`src/rtl/pipe_ctrl.sv`:
```
// Pipeline sequencing controller: hazard stalls/flushes, PC-write enable and a debug halt/step FSM.
// Define PIPE_CTRL_PERF_EN to build the saturating fetch-stall counter driven on stall_count.
module pipe_ctrl #(
    parameter int REGADDR_W    = 3,
    parameter int DRAIN_CYCLES = 4,
    parameter int CNT_W        = 16
) (
    input  logic                 clk,
    input  logic                 reset,
    input  logic [REGADDR_W-1:0] id_rs,
    input  logic [REGADDR_W-1:0] id_rt,
    input  logic                 id_use_rs,
    input  logic                 id_use_rt,
    input  logic [REGADDR_W-1:0] ex_rd,
    input  logic                 ex_mem_read,
    input  logic                 ex_reg_write,
    input  logic                 ex_branch_taken,
    input  logic                 mem_busy,
    input  logic                 halt_req,
    input  logic                 step_req,
    input  logic                 resume_req,
    output logic                 pc_write,
    output logic                 if_id_stall,
    output logic                 if_id_flush,
    output logic                 id_ex_stall,
    output logic                 id_ex_flush,
    output logic                 ex_mem_stall,
    output logic                 mem_wb_flush,
    output logic                 halted,
    output logic [CNT_W-1:0]     stall_count
);

    typedef enum logic [1:0] {
        ST_RUN    = 2'd0,
        ST_DRAIN  = 2'd1,
        ST_HALTED = 2'd2,
        ST_STEP   = 2'd3
    } state_e;

    localparam int               DRN_W      = $clog2(DRAIN_CYCLES + 1);
    localparam logic [DRN_W-1:0] DRAIN_LOAD = DRN_W'(DRAIN_CYCLES);

    state_e           state_q, state_d;
    logic [DRN_W-1:0] drain_q, drain_d;

    logic rs_hit;
    logic rt_hit;
    logic luh;

    // r0 is deliberately not exempt: a load into r0 still blocks its consumer.
    assign rs_hit = id_use_rs && (id_rs == ex_rd);
    assign rt_hit = id_use_rt && (id_rt == ex_rd);
    assign luh    = ex_mem_read && ex_reg_write && (rs_hit || rt_hit);

    // NOTE: state flops use non-blocking assignments so every register samples
    // the pre-edge value of its neighbours, independent of statement order.
    always_ff @(posedge clk or posedge reset) begin
        if (reset) begin
            state_q <= ST_RUN;
            drain_q <= '0;
        end else begin
            state_q <= state_d;
            drain_q <= drain_d;
        end
    end

    always_comb begin
        state_d = state_q;
        drain_d = drain_q;
        case (state_q)
            ST_RUN: begin
                if (halt_req) begin
                    state_d = ST_DRAIN;
                    drain_d = DRAIN_LOAD;
                end
            end
            ST_DRAIN: begin
                // The drain only advances on cycles where the pipe actually moves.
                if (!mem_busy) begin
                    if (drain_q == DRN_W'(1)) begin
                        state_d = ST_HALTED;
                        drain_d = '0;
                    end else begin
                        drain_d = drain_q - DRN_W'(1);
                    end
                end
            end
            ST_HALTED: begin
                if (resume_req) begin
                    state_d = ST_RUN;
                end else if (step_req) begin
                    state_d = ST_STEP;
                end
            end
            ST_STEP: begin
                if (pc_write) begin
                    state_d = ST_DRAIN;
                    drain_d = DRAIN_LOAD;
                end
            end
            default: begin
                state_d = ST_RUN;
                drain_d = '0;
            end
        endcase
    end

    // NOTE: every output is given a default before any branch, so no path leaves
    // one unassigned and no latch is inferred.
    always_comb begin
        pc_write     = 1'b0;
        if_id_stall  = 1'b0;
        if_id_flush  = 1'b0;
        id_ex_stall  = 1'b0;
        id_ex_flush  = 1'b0;
        ex_mem_stall = 1'b0;
        mem_wb_flush = 1'b0;
        halted       = 1'b0;
        if (!reset) begin
            case (state_q)
                ST_HALTED: begin
                    if_id_stall = 1'b1;
                    id_ex_flush = 1'b1;
                    halted      = 1'b1;
                end
                default: begin
                    if (mem_busy) begin
                        if_id_stall  = 1'b1;
                        id_ex_stall  = 1'b1;
                        ex_mem_stall = 1'b1;
                        mem_wb_flush = 1'b1;
                    end else if (ex_branch_taken) begin
                        pc_write    = 1'b1;
                        if_id_flush = 1'b1;
                        id_ex_flush = 1'b1;
                    end else if (luh) begin
                        if_id_stall = 1'b1;
                        id_ex_flush = 1'b1;
                    end else begin
                        pc_write = (state_q != ST_DRAIN);
                    end
                    // Fetch is blocked while draining: IF/ID only ever receives bubbles.
                    if (state_q == ST_DRAIN) begin
                        if_id_flush = 1'b1;
                    end
                end
            endcase
        end
    end

`ifdef PIPE_CTRL_PERF_EN
    logic [CNT_W-1:0] stall_cnt_q, stall_cnt_d;
    logic             fetch_stalled;

    assign fetch_stalled = ((state_q == ST_RUN) || (state_q == ST_STEP)) && !pc_write;

    always_comb begin
        stall_cnt_d = stall_cnt_q;
        if (fetch_stalled && (stall_cnt_q != {CNT_W{1'b1}})) begin
            stall_cnt_d = stall_cnt_q + CNT_W'(1);
        end
    end

    always_ff @(posedge clk or posedge reset) begin
        if (reset) begin
            stall_cnt_q <= '0;
        end else begin
            stall_cnt_q <= stall_cnt_d;
        end
    end

    assign stall_count = stall_cnt_q;
`else
    assign stall_count = '0;
`endif

endmodule

```
`config.mk`:
```
export PLATFORM = sky130hd
export DESIGN_NAME = pipe_ctrl
export DESIGN_NICKNAME = d
export VERILOG_FILES = /design/src/rtl/pipe_ctrl.sv
export SDC_FILE = /design/constraint.sdc
export NUM_CORES = 1
export LEC_CHECK = 0
export BUFFER_PORTS_ARGS = -buffer_cell sky130_fd_sc_hd__buf_2
export CAP_MARGIN = 40
export CORE_MARGIN = 10
export CORE_UTILIZATION = 42
export CTS_CLUSTER_DIAMETER = 120
export DETAILED_ROUTE_END_ITERATION = 10
export GPL_ROUTABILITY_DRIVEN = 0
export PLACE_DENSITY = 0.76
export SETUP_SLACK_MARGIN = 0.02
export SLEW_MARGIN = 20
export SYNTH_ARGS = -nofsm -noshare
export SYNTH_HDL_FRONTEND = slang
export SYNTH_SLANG_ARGS = --single-unit
```
`constraint.sdc`:
```
create_clock -name clk -period 2.45 [get_ports clk]
set_clock_uncertainty 0.2 [all_clocks]
set_input_delay 0.1225 -clock clk [delete_from_list [all_inputs] [get_ports clk]]
set_output_delay 0.1225 -clock clk [all_outputs]
set_load 0.1 [all_outputs]
```
==> impl_metrics.ini <==
[critical_path]
worstSetupStartpoint = state_q[0]
path_max_fanout = 9
reg2reg_slack_ns = 0.30
crit_top_cell = inv_1
cp_cell_sequence = inv_1, ha_1, inv_1, a21oi_2, buf_2
r2r_cells = 6
r2r-end = drain_q[0]
worstPathRequired_ns = 2.13
path_class = flip-flop to primary output
worstSetupEndpoint = id_ex_flush
cp_data_arrival_time_ns = 1.92
cpPeakStageDelay_ns = 0.46
r2r-start = state_q[0]
start_kind = flip-flop
slowest_stage = ha_1
cp-end-kind = primary output

[clocking]
cts.path.max_buffers = 2
htreeDepth = 1
cts_buffers = 3
cts.sinks = 5
clock_insertion_delay_worst_skew_ns = 0.24
cts_setup_buffers = 0
clkTransAtPathRegs_ns = 0.04
tritoncts = yes
clockRootBuffer = clkbuf_4

[cells_and_area]
instances_no_fill = 130
final_common_cell = buf_2
diodes = 0
area.growth.synth_to_final_pct = 17.1
final_layout_size_suffix_gt1_share_pct = 33.3
multiInputGateArea_sq_um = 475
fillCellCount = 159
fin_nets = 141
final_cell_mix = buf_2 (27), conb_1 (16), inv_1 (10)
ff_latch_area_sq_um = 125

[power_and_ir_drop]
p_clk_share_pct = 10.2
seq_power_share_pct = 16.0
ir_drop_uv = 547
power.share.combinational_pct = 73.8
p_sw_mw = 0.562
p_leak_nw = 0.435
p_total_mw = 0.962
p_per_area_nw_per_um2 = 1160
p_sw_share_pct = 58.4
internal-power_mw = 0.401

[timing]
maxSlewViolCount = 0
finalSetupViolations = 0
final.setup.tns_ns = 0
finalHoldViolCount = 0
fmax_ghz = 0.445
period_needed_ns = 2.25
rsz0062_at_grt = false
period_share_pct = 91.7

[routing]
ant_nets = 0
drt-pass1-iter-count = 4
initialDrtViolationCount = 12
wire_per_inst_microns = 13.6
wirelength_mm = 1.77
drcViolationCount = 0
num_vias = 634
via_per_inst = 4.88

[run]
drv_cap = 0

[global_routing]
grt_pass1_wl_mm = 2.66
grt_start_max_net_pins = 10
first_global_vias = 626
gr-usage-all-layers_pct = 9.35
overflow = 0
grt_antenna_before_repair = 0

[floorplanning]
core_sq_um = 1560
io_pins = 44
fp.dieH_microns = 61.1
num_rows = 14
dieArea_sq_um = 3730
start_util_pct = 45.4
die_x_microns = 61.1

[worst_hold_path]
hp-class = input port to flip-flop

[logic_synthesis]
synth.top_cell.area_share_pct = 19.1
synth-seq-cells = 5
syn_area_sq_um = 708
synthCells = 86
yosysTopAreaCell = buf_4
yosys_warnings = 0
netlist-cell-type-count = 29
ys_async_sr_fraction_pct = 100
dominantRegCellSynth = dfrtp_1
yosys-top-cells-area = buf_4 (19%), dfrtp_1 (18%), ha_1 (11%)
syn_avg_cell_area_sq_um = 8.23
synth_edf_count = 0
synth_seq_area_share_pct = 17.7

[placement]
portBuffers = 27
dp_cells = 125
dp_hpwl_mm = 1.50

[run_status]
outcome = finished clean
## worst max-delay path, delay by kind of cell, from the launching register on
| kind | cells | cell delay [ns] |
|---|---|---|
| AOI/OAI and AO/OA | 1 | 0.13 |
| adders and majority gates | 1 | 0.46 |
| buffers and inverters | 3 | 0.68 |
| DFF | 1 | 0.41 |
## worst min-delay path by stage
stage | start | end | cells after the start
after floorplan | reset | drain_q[0] | 1
after global placement | reset | state_q[0] | 2
after detailed placement | reset | drain_q[0] | 2
after CTS | resume_req | state_q[1] | 5
after global routing | resume_req | state_q[1] | 5
final | resume_req | state_q[1] | 5
## final cells by class
class | instances | share of cell area (%)
multi-input cells | 67 | 57.3
repair buffers | 28 | 17.5
flip-flops and latches | 5 | 15.1
inverters | 10 | 4.52
clock buffers | 4 | 3.17
well taps | 16 | 2.41
## synthesized netlist by cell type (2+ instances only)
| master | number |
|---|---|
| o21ai_0 | 4 |
| buf_4 | 18 |
| nor2_1 | 3 |
| nand3_1 | 2 |
| xnor2_1 | 6 |
| nand4_1 | 2 |
| mux2i_1 | 2 |
| ha_1 | 6 |
| nand2b_1 | 4 |
| a21oi_1 | 3 |
| nor3_1 | 3 |
| inv_1 | 10 |
| dfrtp_1 | 5 |
| nand2_1 | 2 |
| o21ai_1 | 2 |
## metal layers
metal	share of wire [%]	GRT usage [%]
met1	37	9.23
met2	50	16.6
met3	11	2.67
met4	1.8	6.51
met5	0	0
## through the flow
| stage | setup slack (ns) | utilization, % | hold WS, ns | cell area (sq um) |
|---|---|---|---|---|
| 6_report | 0.203 | 53.2 | 0.0917 | 830 |
| 5_1_grt | 0.0565 | 53.2 | 0.141 | 830 |
| 4_1_cts | 0.177 | 53.2 | 0.0890 | 830 |
| 3_5_place_dp | 0.303 | 50.9 | -0.0359 | 793 |
| 3_3_place_gp | 0.370 | 50.9 | -0.0478 | 793 |
| 2_1_floorplan | 0.0274 | - | -0.294 | 785 |
## flip-flops by register name, summed over array words and instances, names as in the netlist
| register | flops |
|---|---|
| drain_q | 3 |
| state_q | 2 |
## cell families after synthesis
logic type	share of synthesized area, %
other	0.530
XOR/XNOR	7.42
flip-flops	17.7
adder cells (fa/ha/maj)	10.6
AO/OA/AOI/OAI	15.5
multiplexers	4.95
AND/OR/NAND/NOR	17.3
buffers and inverters	26.0
## power by group through the flow
stage	logic, mW	clock network, mW	registers (mW)
after floorplan	0.642	0	0.147
after global placement	0.701	0	0.151
after detailed placement	0.710	0	0.154
after CTS	0.714	0.103	0.154
after global routing	0.773	0.107	0.161
final	0.710	0.0982	0.154
## what timing repair did
action                    in CTS  in global routing
hold buffers                   1                  0
hold endpoints to repair       5                  0
gates resized for setup        0                  0
Note: power is estimated with default switching activity, not from simulation.
